==> config.mk <==
export PLATFORM = sky130hd
export DESIGN_NAME = adder_accumulator
export DESIGN_NICKNAME = d
export VERILOG_FILES = /design/src/rtl/adder_accumulator.sv
export SDC_FILE = /design/constraint.sdc
export NUM_CORES = 1
export LEC_CHECK = 0
export CAP_MARGIN = 20
export CORE_MARGIN = 5
export CORE_UTILIZATION = 42
export CTS_BUF_LIST = sky130_fd_sc_hd__clkbuf_16
export DETAILED_ROUTE_END_ITERATION = 7
export MAX_ROUTING_LAYER = met4
export PLACE_DENSITY = 0.86
export SYNTH_ARGS = -nofsm -noshare
export SYNTH_HDL_FRONTEND = slang
export SYNTH_SLANG_ARGS = --single-unit
export TNS_END_PERCENT = 10
==> constraint.sdc <==
create_clock -name clk -period 1.8 [get_ports clk]
set_input_delay 0.27 -clock clk [delete_from_list [all_inputs] [get_ports clk]]
set_output_delay 0.27 -clock clk [all_outputs]
set_load 0.005 [all_outputs]
==> src/rtl/adder_accumulator.sv <==
// Multi-operand accumulation stage feeding an external combinational adder.
// Operands stream in over valid/ready; the final sum, sticky overflow, zero and beat count leave over valid/ready.
module adder_accumulator #(
  parameter int WIDTH     = 32,
  parameter int CNT_WIDTH = 8
) (
  input  logic                 clk,
  input  logic                 rst,
  input  logic [WIDTH-1:0]     in_data,
  input  logic                 in_sub,
  input  logic                 in_last,
  input  logic                 in_valid,
  output logic                 in_ready,
  output logic [WIDTH-1:0]     add_i_1,
  output logic [WIDTH-1:0]     add_i_2,
  output logic                 add_invert_i_2,
  output logic                 add_enable,
  input  logic [WIDTH-1:0]     add_o,
  input  logic                 add_overflow_flag,
  output logic [WIDTH-1:0]     out_sum,
  output logic                 out_overflow,
  output logic                 out_zero,
  output logic [CNT_WIDTH-1:0] out_count,
  output logic                 out_valid,
  input  logic                 out_ready,
  output logic [1:0]           dbg_state
);

  // Handshake: a transfer happens on a rising edge where valid and ready are both 1.
  // in_ready does not depend on in_valid; out_valid does not depend on out_ready.

  typedef enum logic [1:0] {
    IDLE  = 2'd0,
    ACCUM = 2'd1,
    DONE  = 2'd2
  } state_t;

  localparam logic [CNT_WIDTH-1:0] CNT_ONE = CNT_WIDTH'(1);
  localparam logic [CNT_WIDTH-1:0] CNT_MAX = '1;

  state_t               state;
  state_t               state_next;
  logic [WIDTH-1:0]     acc;
  logic                 sticky;
  logic [CNT_WIDTH-1:0] count;
  logic                 accept;
  logic                 sticky_next;
  logic [CNT_WIDTH-1:0] count_next;

  assign dbg_state = state;
  assign in_ready  = !rst && (state != DONE);
  assign accept    = in_valid && in_ready;
  assign out_valid = (state == DONE);

  assign add_i_1        = (state == IDLE) ? '0 : acc;
  assign add_i_2        = accept ? in_data : '0;
  assign add_invert_i_2 = in_sub && accept;
  assign add_enable     = accept;

  always_comb begin
    state_next  = state;
    sticky_next = sticky | add_overflow_flag;
    count_next  = (count == CNT_MAX) ? count : count + CNT_ONE;
    // A new group never inherits flag or count from the previous one.
    if (state == IDLE) begin
      sticky_next = add_overflow_flag;
      count_next  = CNT_ONE;
    end
    case (state)
      IDLE: begin
        if (accept) state_next = in_last ? DONE : ACCUM;
      end
      ACCUM: begin
        if (accept && in_last) state_next = DONE;
      end
      DONE: begin
        if (out_ready) state_next = IDLE;
      end
      default: state_next = IDLE;
    endcase
  end

  always_ff @(posedge clk) begin
    if (rst) begin
      state        <= IDLE;
      acc          <= '0;
      sticky       <= 1'b0;
      count        <= '0;
      out_sum      <= '0;
      out_overflow <= 1'b0;
      out_zero     <= 1'b0;
      out_count    <= '0;
    end else begin
      state <= state_next;
      if (accept) begin
        acc    <= add_o;
        sticky <= sticky_next;
        count  <= count_next;
        if (in_last) begin
          out_sum      <= add_o;
          out_overflow <= sticky_next;
          out_zero     <= (add_o == '0);
          out_count    <= count_next;
        end
      end else if (state == DONE && out_ready) begin
        // Result outputs keep their value after release; only the working state clears.
        acc    <= '0;
        sticky <= 1'b0;
        count  <= '0;
      end
    end
  end

endmodule
==> run_results.csv, run 1 <==
group,metric,value,unit
outcome,status,"completed",
layout,area_delta_synth_final,56.90,%
synthesis,synth_common_cells,"dfxtp_1 (85), nand2_1 (73), a21oi_1 (37), and3_1 (35), and2_1 (33)",
clock_tree,cts_root_buf,"clkbuf_16",
hold_path,holdPathStages,2,
synthesis,syn_area_per_cell,8.869,um^2
layout,layout-drive-gt1-share,20.43,%
synthesis,synth.area.top_cells,"dfxtp_1 (42%), a22oi_2 (8.4%), nand2_1 (6.8%)",
grt,grt_max_degree,83,
routing,drt_iter0_markers,163,
placed_design,place.gp.congestion,0.8160,
layout,antenna_cells,0,
timing,setup_ws,0.02678,ns
worst_setup_path,reg2reg_depth,5,
layout,instances_no_fill,775,
clock_tree,clk_latency,0.33,ns
timing,finalHoldViolCount,0,
synthesis,synth-seq-cells,85,
worst_setup_path,worstSetupPathType,"reg2out",
layout,num-fill-cells,761,
clock_tree,cts_inserted_buffers,9,
synthesis,synth_area,4018,um^2
floorplan,ioPinCount,183,
hold_path,hold_start,"out_sum[26]$_SDFFE_PP0P_",
clock_tree,cts_num_sinks,85,
layout,nets,713,
synthesis,synthXorXnorAreaFrac,0.2180,%
synthesis,syn_inst,453,
clock_tree,cts_max_path_buffers,2,
layout,multi_input_area,2053,um^2
synthesis,synth_edf_count,0,
placed_design,dp_hpwl,9.285,mm
routing,totalWireLength,12.74,mm
grt,antenna_found_initial,0,
synthesis,synth_top_family_by_area,"simple AND/OR/NAND/NOR gates",
synthesis,synth-main-ff-cell,"dfxtp_1",
timing,min_period,1.773,ns
hold_path,hold_end,"out_sum[26]$_SDFFE_PP0P_",
floorplan,die_w,107.8,um
timing,setup_violations,0,
worst_setup_path,startpoint,"dbg_state[1]$_SDFFE_PP0P_",
synthesis,synth_fa_ha_area_share,0.3114,%
placed_design,dp_cells,752,
floorplan,initial_utilization,43.27,%
layout,final_util,67.90,%
synthesis,synth.largest_area_cell,"dfxtp_1",
hold_path,min_path_type,"reg2reg",
routing,ant_nets,0,
timing,final.setup.tns,0,ns
timing,rsz0062_at_grt,"true",
worst_setup_path,r2r-start,"count[0]$_SDFFE_PP0P_",
timing,skew,0.006479,ns
placed_design,pre_cts_ws,-0.2850,ns
routing,vias_per_cell,5.129,
synthesis,netlist.area_leader.share,42.35,%
worst_setup_path,r2r_slack,0.16,ns
clock_tree,cts_tree,"built",
flow_run,maxCapViolCount,0,
grt,grt_pass1_wl,20.29,mm
layout,regArea,1703,um^2
routing,wl_per_cell,16.43,um
placed_design,io_buffer_count,182,
pwr,ir_worst_vdd,0.0006221,V
synthesis,ys_types,55,
floorplan,dieArea,11620,um^2
routing,via_count,3975,
synthesis,synth-simple-area-share,29.71,%
synthesis,syn_nets,525,
timing,worst_pin_slew,0.4268,ns
clock_tree,hold_buffers,0,
worst_setup_path,cp.required,1.53,ns
timing,relSlewSlack,71.50,%
grt,grt_usage,22.38,%
synthesis,synth_compound_area_share,20.15,%
synthesis,synth-seq-area-share,42.35,%
synthesis,ys_async_sr_fraction,0,%
worst_setup_path,r2r_end,"out_count[5]$_SDFFE_PP0P_",
grt,grt_pass1_vias,4044,
pwr,leakage,2.609,nW
synthesis,synthMuxAreaShare,0.2491,%
timing,finalCritPeriodShare,98.51,%
floorplan,fp-row-count,35,
routing,first_pass_iters,5,
clock_tree,htreeDepth,3,
synthesis,synth_most_common_cell,"dfxtp_1",
floorplan,core-area,9284,um^2
routing,drc,0,
timing,final_max_slew_viol_count,0,
timing,hold_slack,0.4532,ns
floorplan,die_h,107.8,um
clock_tree,clk_pin_slew,0.06,ns
worst_setup_path,crit_fanout,27,
timing,timing.fmax,563.9,MHz
worst_setup_path,arrival,1.50,ns
worst_setup_path,worstSetupStartpointType,"flip-flop",
pwr,power_density,730.3,nW/um^2
grt,overflow,0,
worst_setup_path,critPathCaptureType,"output port",
synthesis,ys_warn_count,0,
[power breakdown]
part	switching, mW	internal (mW)
combinational	0.355	0.437
clock	0.742	1.08
sequential	0.0403	1.95
total	1.14	3.47
[repair_timing]
| action | CTS | global route |
|---|---|---|
| pin swaps | 0 | 1 |
| gates resized for setup | 94 | 14 |
| buffers inserted | 4 | 0 |
| hold endpoints to repair | 0 | 0 |
| cloned | 3 | 0 |
| setup endpoints to repair | 68 | 41 |
[through the flow]
stage	power, mW	cell area, um^2
detailed placement	2.822	5997
CTS	4.641	6315
floorplan	2.386	4018
global route	4.813	6304
finish	4.604	6304
global placement	2.807	5997
[final cells by class]
class                           count  share of cell area (%)
Timing Repair Buffer              214                   32.77
Clock inverter                      7                   1.151
Sequential cell                    85                   27.01
Multi-Input combinational cell    325                   32.57
Clock buffer                        9                   3.573
Tap cell                          129                   2.561
Inverter                            6                  0.3573
[layout by cell type, fill, tap and decap left out, drive strengths merged, types with 32 or more instances in the layout]
master and instances:
dlygate4sd2 51, and2 34, a22oi 32, buf 36
a21oi 39, and3 35, clkdlybuf4s50 112, dfxtp 85
nand2 75, nor2 44
[worst max-delay path, stage by stage, from the launching register on]
cell,delay (ns)
dfxtp_1,0.32
or2_4,0.27
buf_12,0.16
and2_1,0.16
dlygate4sd2_1,0.27
[state kept, by name, indices dropped and copies added (netlist names)]
register,cells
acc,32
out_sum,32
count,8
out_count,8
dbg_state,2
out_overflow,1
out_zero,1
sticky,1
[per-layer routing]
metal | up-vias | part of all wire, % | track usage, %
met5 | - | 0 | -
met4 | 0 | 0.83 | 4.779
met3 | 10 | 5.4 | 5.399
met2 | 123 | 53 | 38.63
met1 | 1889 | 41 | 26.53
li1 | 1953 | - | -
[logic make-up after synthesis]
logic type	Yosys count
fa+ha+maj	1
compound gates	100
simple gates	221
buf+inv	44
flops	85
xor+xnor	1
mux	1
[how the worst max path moves through the flow]
stage / slack, ns / end / cells after the start
5_1_grt: -0.03 / add_i_1[10] / 4
3_3_place_gp: -0.23 / add_i_2[20] / 5
4_1_cts: -0.02 / add_i_2[19] / 7
2_1_floorplan: 0.33 / count[6]$_SDFFE_PP0P_ / 5
6_report: 0.03 / add_i_1[31] / 4
3_5_place_dp: -0.28 / add_i_2[15] / 5
No activity file was read; power rests on OpenSTA's default activity.
==> inputs of run 2 (changes only) <==
CORE_UTILIZATION = 40   (was 42)
PLACE_DENSITY = 0.83   (was 0.86)
==> run_results.csv, run 2 (synthesis gave the netlist of run 1 again) <==
group,metric,value,unit
outcome,status,"finished with violations",
outcome,violations,"setup timing",
worst_setup_path,r2r-start,"dbg_state[0]$_SDFFE_PP0P_",
hold_path,hold_start,"in_valid",
worst_setup_path,worstSetupStartpointType,"flip-flop",
timing,final_max_slew_viol_count,0,
worst_setup_path,critPathCaptureType,"output port",
clock_tree,hold_buffers,0,
timing,skew,0.005333,ns
routing,wl_met1,5.622,mm
layout,stdcell_area,6489,um^2
routing,ant_nets,0,
routing,dr_wl_met2,6.955,mm
routing,drc,0,
grt,grt_max_degree,51,
routing,via_count,4040,
routing,totalWireLength,13.56,mm
clock_tree,clk_latency,0.33,ns
worst_setup_path,cp.required,1.53,ns
clock_tree,clk_pin_slew,0.06,ns
pwr,power_density,758.9,nW/um^2
timing,rsz0062_at_grt,"true",
layout,instances_no_fill,787,
layout,top_regs,"acc (32), out_sum (32)",
grt,grt_pass1_vias,4140,
layout,antenna_cells,0,
timing,min_period,1.800,ns
pwr,leakage,2.677,nW
placed_design,io_buffer_count,182,
timing,setup_ws,-0.00008826,ns
routing,highest_layer,"met4",
grt,antenna_found_initial,0,
layout,layout-drive-gt1-share,22.17,%
floorplan,ioPinCount,183,
placed_design,place.gp.congestion,0.8474,
placed_design,dp_cells,761,
worst_setup_path,crit_fanout,6,
layout,area_delta_synth_final,61.51,%
clock_tree,cts_max_path_buffers,2,
hold_path,holdPathStages,3,
routing,wl_per_cell,17.23,um
layout,most-common-layout-cells,"clkdlybuf4s50_1 (113), dfxtp_1 (84), nand2_1 (73), dlygate4sd2_1 (47), a21oi_1 (37)",
routing,drt_iter0_markers,181,
floorplan,dieArea,12150,um^2
pwr,ir_worst_vdd,0.0006680,V
grt,grt_usage,22.78,%
routing,vias_per_cell,5.133,
clock_tree,htreeDepth,3,
grt,overflow,0,
routing,met3_length,724,um
floorplan,initial_utilization,41.10,%
grt,grt_pass1_wl,21.02,mm
layout,nets,721,
clock_tree,cts_tree,"built",
clock_tree,cts_root_buf,"clkbuf_16",
layout,layout_commonest_cell,"clkdlybuf4s50_1",
timing,relSlewSlack,60.39,%
timing,timing.fmax,555.5,MHz
placed_design,dp_hpwl,9.797,mm
worst_setup_path,arrival,1.53,ns
floorplan,fp-row-count,36,
timing,finalHoldViolCount,0,
hold_path,min_path_type,"in2reg",
timing,finalCritPeriodShare,100.0,%
placed_design,placed_cell_area,6040,um^2
worst_setup_path,worstSetupPathType,"reg2out",
timing,hold_slack,0.4167,ns
timing,worst_pin_slew,0.5942,ns
layout,final_util,66.39,%
worst_setup_path,r2r_end,"acc[22]$_SDFFE_PP0P_",
floorplan,die_h,110.2,um
worst_setup_path,r2r_slack,0.12,ns
worst_setup_path,reg2reg_depth,7,
routing,first_pass_iters,4,
clock_tree,cts_inserted_buffers,9,
hold_path,hold_end,"dbg_state[0]$_SDFFE_PP0P_",
flow_run,maxCapViolCount,0,
timing,setup_violations,1,
floorplan,die_w,110.2,um
clock_tree,cts_num_sinks,85,
floorplan,core-area,9774,um^2
-- run 2: cell count changes in the layout (fill, tap and decap cells not counted), sizes merged, moves of 2 or more --
| cell | previous run | this run |
|---|---|---|
| dlygate4sd2 | 51 | 47 |
| clkdlybuf4s15 | 9 | 11 |
| bufinv | 1 | 3 |
| clkinv | 3 | 1 |
| buf | 36 | 46 |
-- run 2: per-layer routing --
metal / track usage [%] / vias to the layer above
li1: - / 1974
met1: 27.26 / 1925
met2: 38.86 / 115
met3: 4.834 / 26
met4: 6.332 / 0
met5: - / -
-- run 2: critical path, cell delays in order (launching register included) --
cell and delay, ns:
dfxtp_2 0.33, or2_4 0.29, buf_4 0.16, and2_1 0.16, dlygate4sd2_1 0.26
-- run 2: final cells by class --
type	instances	area [um^2]
clock buffers	9	225.2
inverters	6	22.52
repair buffers	222	2186
multi-input cells	325	2071
fillers	822	3286
well taps	133	166.4
flip-flops and latches	85	1703
clock inverters	7	115.1
-- run 2: how the worst max path moves through the flow --
| stage | start | end |
|---|---|---|
| after floorplan | count[0]$_SDFFE_PP0P_ | count[6]$_SDFFE_PP0P_ |
| after global placement | in_valid | add_i_2[9] |
| after detailed placement | in_valid | add_i_2[8] |
| after CTS | dbg_state[0]$_SDFFE_PP0P_ | add_i_1[14] |
| after global routing | dbg_state[0]$_SDFFE_PP0P_ | add_i_1[3] |
| final | dbg_state[0]$_SDFFE_PP0P_ | add_i_1[29] |
-- run 2: stage by stage --
step	power (mW)	setup WS (ns)	setup TNS, ns
after floorplan	2.386	0.3256	0
after global placement	2.819	-0.2405	-18.08
after detailed placement	2.837	-0.2683	-21.24
after CTS	4.945	-0.07365	-0.3331
after global routing	5.105	-0.05525	-0.5116
final	4.924	-0.00008826	-0.00008826
-- run 2: repair_timing --
| action | CTS | global route |
|---|---|---|
| gates resized for setup | 106 | 20 |
| setup endpoints to repair | 68 | 31 |
| pin swaps | 1 | 1 |
| cloned | 3 | 0 |
| buffers inserted | 6 | 1 |
-- run 2: power breakdown --
group	switching (mW)	internal (mW)
clock	0.741	1.35
sequential	0.0415	1.95
combinational	0.370	0.468
==> inputs of run 3 (changes only) <==
ABC_AREA = 1   (was unset)
==> run_results.csv, run 3 <==
group,metric,value,unit
clock_tree,cts_setup_buffers,0,
worst_setup_path,cp.required,1.53,ns
worst_setup_path,crit_fanout,17,
grt,grt_pass1_vias,4122,
layout,layout-drive-gt1-share,5.943,%
placed_design,dp_hpwl,9.471,mm
synthesis,synth-seq-area-share,43.58,%
clock_tree,cts_root_buf,"clkbuf_16",
synthesis,syn_nets,667,
pwr,leakage,2.553,nW
timing,hold_slack,0.4583,ns
timing,setup_violations,47,
timing,rsz0062_at_grt,"true",
worst_setup_path,path_cells,"clkdlybuf4s50_1 -> nand2_4 -> nor2_1 -> clkdlybuf4s50_1",
synthesis,synth.largest_area_cell,"dfxtp_1",
synthesis,synth_edf_count,0,
clock_tree,cts_num_sinks,85,
layout,most-common-layout-cells,"nand2_1 (170), clkdlybuf4s50_1 (161), nor2_1 (95), a21oi_1 (84), dfxtp_1 (84)",
worst_setup_path,worstSetupPathType,"in2out",
placed_design,pre_cts_ws,-0.1535,ns
grt,grt_usage,21.40,%
grt,overflow,0,
worst_setup_path,critPathCaptureType,"output port",
worst_setup_path,max_stage_delay,0.65,ns
worst_setup_path,crit_buf_inv,2,
clock_tree,hold_buffers,0,
synthesis,synth_most_common_cell,"nand2_1",
worst_setup_path,cpMostUsedCell,"clkdlybuf4s50_1",
layout,instances_no_fill,907,
timing,min_period,2.042,ns
pwr,ir_worst_vdd,0.0005385,V
synthesis,netlist.area_leader.share,43.58,%
floorplan,fp-row-count,36,
timing,final.setup.tns,-8.314,ns
layout,stdcell_area,6246,um^2
worst_setup_path,arrival,1.77,ns
flow_run,maxCapViolCount,0,
outcome,violations,"setup timing",
outcome,status,"finished with violations",
placed_design,placed_cell_area,5868,um^2
worst_setup_path,cp_slowest_cell,"clkdlybuf4s50_1",
layout,nets,841,
layout,area_delta_synth_final,59.95,%
routing,first_pass_iters,4,
timing,worst_pin_slew,0.7999,ns
timing,finalHoldViolCount,0,
clock_tree,clk_latency,0.33,ns
synthesis,syn_inst,595,
floorplan,dieArea,11840,um^2
synthesis,syn_area_per_cell,6.563,um^2
clock_tree,cts_max_path_buffers,2,
synthesis,synth_common_cells,"nand2_1 (171), nor2_1 (100), dfxtp_1 (85), a21oi_1 (84), inv_1 (77)",
clock_tree,cts_inserted_buffers,9,
synthesis,ys_types,26,
floorplan,ioPinCount,183,
synthesis,synth-seq-cells,85,
routing,drt_iter0_markers,220,
grt,grt_max_degree,76,
timing,setup_ws,-0.2415,ns
worst_setup_path,path_delay_family,"buffers and inverters",
pwr,power_density,829.1,nW/um^2
worst_setup_path,worstSetupStartpointType,"input pin",
routing,via_count,4372,
layout,regArea,1703,um^2
layout,top_regs,"acc (32), out_sum (32)",
floorplan,die_h,108.8,um
synthesis,ys_async_sr_fraction,0,%
floorplan,die_w,108.8,um
synthesis,synth_area,3905,um^2
synthesis,synth.area.top_cells,"dfxtp_1 (44%), nand2_1 (16%), a21oi_1 (11%)",
layout,num-fill-cells,865,
floorplan,initial_utilization,40.51,%
hold_path,min_path_type,"reg2reg",
clock_tree,cts_tree,"built",
placed_design,place.gp.congestion,0.8601,
routing,drc,0,
synthesis,ys_warn_count,0,
grt,grt_pass1_wl,19.59,mm
timing,timing.fmax,489.8,MHz
timing,skew,0.005478,ns
synthesis,synth-main-ff-cell,"dfxtp_1",
grt,antenna_found_initial,0,
routing,totalWireLength,12.91,mm
floorplan,core-area,9639,um^2
timing,relSlewSlack,46.67,%
timing,final_max_slew_viol_count,0,
routing,vias_per_cell,4.820,
routing,ant_nets,0,
layout,layout_commonest_cell,"nand2_1",
timing,finalCritPeriodShare,113.4,%
clock_tree,clk_pin_slew,0.06,ns
layout,final_util,64.80,%
layout,antenna_cells,0,
clock_tree,htreeDepth,3,
layout,multi_input_area,1754,um^2
placed_design,dp_cells,890,
placed_design,io_buffer_count,182,
routing,wl_per_cell,14.23,um
pwr,power.total,5.179,mW
==> run 3: changes by cell type after synthesis, sizes merged, moves of 11 or more <==
cell	before	now
and3	35	0
nand2	75	173
inv	6	80
a22oi	32	0
nand3	4	15
nor2	44	104
a21oi	39	84
and2	34	0
==> run 3: where the power goes <==
group	total, mW	internal, mW	switching, mW
registers	2.02	1.97	0.0518
logic	0.961	0.475	0.486
clock network	2.20	1.38	0.814
total	5.18	3.83	1.35
==> run 3: cell families after synthesis <==
logic type / share of synthesized area [%]
flip-flops: 43.58
AND/OR/NAND/NOR: 31.37
AO/OA/AOI/OAI: 12.56
buffers and inverters: 12.18
adder cells (fa/ha/maj): 0.3204
==> run 3: per-layer routing <==
layer / GRT usage, % / wire length (um) / vias to the layer above
met4: 6.041 / 233 / 0
li1: - / - / 2166
met5: - / 0 / -
met2: 37.73 / 6380 / 181
met3: 6.394 / 1176 / 20
met1: 23.38 / 5119 / 2005
==> run 3: worst register-to-register path, stage by stage, from the launching register on <==
cell	delay, ns
dfxtp_1	0.35
inv_2	0.07
nor2_4	0.16
nor2_8	0.07
nand2_4	0.18
buf_4	0.19
nand2_1	0.06
inv_2	0.08
buf_12	0.17
nand2_1	0.08
a21oi_1	0.16
==> run 3: final timing paths <==
path                              from                       end  slack [ns]  cells past startpoint
max                           in_valid               add_i_2[31]       -0.24                      4
min           out_sum[28]$_SDFFE_PP0P_  out_sum[28]$_SDFFE_PP0P_        0.46                      2
max reg2reg  dbg_state[1]$_SDFFE_PP0P_     count[5]$_SDFFE_PP0P_        0.14                     10
min reg2reg   out_sum[28]$_SDFFE_PP0P_  out_sum[28]$_SDFFE_PP0P_        0.46                      2
==> run 3: layout make-up <==
class                      count  share of cell area, %
timing repair buffer         194                  31.49
multi-input combinational    399                  28.08
sequential                    85                  27.26
inverter                      80                  4.848
clock buffer                   9                  3.606
tap                          133                  2.664
clock inverter                 7                  2.043
==> run 3: timing repair <==
action,in CTS,in global routing
pin swaps,2,1
gates resized for setup,15,12
gates cloned,0,1
endpoints found under the setup margin,66,70
==> patch, RTL diff (flow settings as in run 2) <==
Register the output `out_count` once more, with the module's reset; this adds one clock of latency there. The other outputs are not delayed to match.
--- a/src/rtl/adder_accumulator.sv
+++ b/src/rtl/adder_accumulator.sv
@@ -38,4 +38,6 @@
   localparam logic [CNT_WIDTH-1:0] CNT_ONE = CNT_WIDTH'(1);
   localparam logic [CNT_WIDTH-1:0] CNT_MAX = '1;
+
+  logic [CNT_WIDTH-1:0] out_count_s0;
 
   state_t               state;
@@ -90,5 +92,5 @@
       out_overflow <= 1'b0;
       out_zero     <= 1'b0;
-      out_count    <= '0;
+      out_count_s0 <= '0;
     end else begin
       state <= state_next;
@@ -101,5 +103,5 @@
           out_overflow <= sticky_next;
           out_zero     <= (add_o == '0);
-          out_count    <= count_next;
+          out_count_s0 <= count_next;
         end
       end else if (state == DONE && out_ready) begin
@@ -112,3 +114,11 @@
   end
 
+  always_ff @(posedge clk) begin
+    if (rst) begin
+      out_count <= '0;
+    end else begin
+      out_count <= out_count_s0;
+    end
+  end
+
 endmodule
Check against the original RTL: not equivalent (Yosys sat finds a counterexample within 4 cycles, from zero or initial values and one cycle with rst high).
==> patch against run 2 <==
Synthesized area decreased by 2.9%; setup slack improved by 46 ps; wire length decreased by 1.1%; clock skew increased by 10 ps; sequential cell count increased by 8; total power decreased by 4.4%; critical path depth increased by 1; first-iteration DRC count increased by 26%; maximum frequency increased by 2.6%; final area decreased by 1.5%; critical path type unchanged.
==> patch: results (changes against run 2) <==
LOGIC SYNTHESIS
-------------------------------------------------------------------------------------------
Synth top cells by count                                                       sky130_fd_sc_hd__dfxtp_1 (93), sky130_fd_sc_hd__nand2_1 (74), sky130_fd_sc_hd__nor2_1 (42)
Nets in the synthesized netlist                                                         533   +1.5%
Synthesized-area fraction occupied by adder cells                                   0.00321   +0.0000929
Unique masters post-synth                                                                43   -22%
Mux contribution to synthesized area                                                0.00513   +0.00264
Post-synthesis compound-gate area fraction                                            0.173   -0.0286
Sequential cell area fraction in the yosys report                                     0.477   +0.0537
Post-synthesis share of cell area spent on xor and xnor gates                       0.00225   +0.0000650
Cells after synthesis                                                                   461   +1.8%

FINISH
-------------------------------------------------------------------------------------------
Share of layout cells above drive strength 1                                          0.128   -0.0941
Net count reported at finish                                                            741   +2.8%
Final instance count without filler cells                                               807   +2.5%

STA
-------------------------------------------------------------------------------------------
Worst slew slack as a fraction of its limit                                           0.714   +0.110
Final worst clock skew                                                              15.4 ps   +10.1 ps

GLOBAL ROUTE
-------------------------------------------------------------------------------------------
Vias in the first global route                                                        4,066   -1.8%
Maximum number of pins on one net before global-route repair                             84   +65%
First-pass GRT wire length                                                          20.6 mm   -2.2%
Overall routing resource usage                                                        0.225   -0.00240

PLACEMENT
-------------------------------------------------------------------------------------------
Final HPWL DP                                                                       9.48 mm   -3.3%
Cell total after placement                                                              784   +3.0%
RD Place Congestion                                                                   0.874   +3.1%

CRITICAL PATH
-------------------------------------------------------------------------------------------
Worst Path Max Fanout                                                                    35   +29
Kind of cell adding the most delay to the critical path                        buffers and inverters
Highest cell delay on the worst timing path                                          360 ps   +30 ps
Critical Path AT                                                                    1480 ps   -50 ps
Max stage delay cell, worst path                                               sky130_fd_sc_hd__dfxtp_4

CLOCKING
-------------------------------------------------------------------------------------------
Maximum root-to-sink buffer count                                                         2   unchanged
Source-to-sink clock delay at the later pin of the worst-skew pair                   340 ps
Clk pin slew, worst setup/hold paths                                                  60 ps   about the same

RUN STATUS
-------------------------------------------------------------------------------------------
Outcome                                                                        finished, final reports clean

HOLD PATH
-------------------------------------------------------------------------------------------
Worst hold path type                                                           flop to flop

PWR
-------------------------------------------------------------------------------------------
Switching part of the total                                                           0.257   +0.0230
Worst supply voltage drop on vdd                                                     502 µV   -25%
Leakage power summed over all cells                                                 2.83 nW   +5.7%

ROUTE
-------------------------------------------------------------------------------------------
Number of design-rule violations left by the first detailed-router iteration            228   +26%
Detailed-route wire length per cell                                                 16.6 µm   -3.6%
First drt pass iteration count                                                            5   +1
Number of vias per cell                                                                5.19   +1.1%

[patch: changes by cell type after synthesis, moves of 26 or more]
cell	change
sky130_fd_sc_hd__nor2_1	+26
sky130_fd_sc_hd__nor2_2	-28
sky130_fd_sc_hd__a22oi_1	+27
sky130_fd_sc_hd__a22oi_2	-27
sky130_fd_sc_hd__and2_1	-31
sky130_fd_sc_hd__nor2b_1	+40
[patch: metrics by stage]
| stage | worst slack [ps] | util | cell area (µm²) |
|---|---|---|---|
| global placement | -256 | 0.628 | 6060 |
| CTS | -104 | 0.655 | 6310 |
| finish | 45.6 | 0.663 | 6390 |
| floorplan | 385 | - | 3900 |
| detailed placement | -317 | 0.628 | 6060 |
| global route | -15.7 | 0.663 | 6390 |
[patch: final timing paths]
check                             from                 endpoint  slack (ps)  depth (start not counted)
max          dbg_state[1]$_SDFFE_PP0P_              add_i_2[28]          50                          5
max reg2reg      count[1]$_SDFFE_PP0P_    count[7]$_SDFFE_PP0P_         160                          5
min            out_sum[2]$_SDFFE_PP0P_  out_sum[2]$_SDFFE_PP0P_         460                          2
min reg2reg    out_sum[2]$_SDFFE_PP0P_  out_sum[2]$_SDFFE_PP0P_         460                          2
[patch: per-layer routing]
| layer | track usage | vias up | part of all wire |
|---|---|---|---|
| li1 | - | 2009 | - |
| met1 | 0.264 | 1945 | 0.41 |
| met2 | 0.381 | 210 | 0.49 |
| met3 | 0.0533 | 26 | 0.081 |
| met4 | 0.0730 | 0 | 0.017 |
| met5 | - | - | 0 |
[patch: power by group through the flow]
| stage | Clock [mW] | Combinational (mW) | Sequential (mW) |
|---|---|---|---|
| 6_report | 1.79 | 0.756 | 2.16 |
| 3_3_place_gp | 0 | 0.731 | 2.20 |
| 5_1_grt | 1.91 | 0.817 | 2.17 |
| 2_1_floorplan | 0 | 0.287 | 2.21 |
| 3_5_place_dp | 0 | 0.747 | 2.21 |
| 4_1_cts | 1.82 | 0.728 | 2.16 |
[patch: final cells by class]
cell class | instances | share of cell area
multi-input combinational | 330 | 0.295
clock inverter | 7 | 0.00862
clock buffer | 9 | 0.0353
tap | 133 | 0.0260
inverter | 4 | 0.00235
sequential | 93 | 0.293
timing repair buffer | 231 | 0.340
[patch: worst reg2reg max path, cell delays in order, from the launching register on]
cell,delay [ps]
sky130_fd_sc_hd__dfxtp_1,360
sky130_fd_sc_hd__ha_1,210
sky130_fd_sc_hd__buf_4,150
sky130_fd_sc_hd__or4b_1,520
sky130_fd_sc_hd__o21ai_0,150
sky130_fd_sc_hd__o21ai_0,140
[patch: repair_timing]
action,in CTS,in global routing
gates resized for setup,76,14
hold buffers,0,0
hold endpoints to repair,0,0
pin swaps,0,1
endpoints found under the setup margin,68,6
cloned,3,1
buffers inserted,1,2
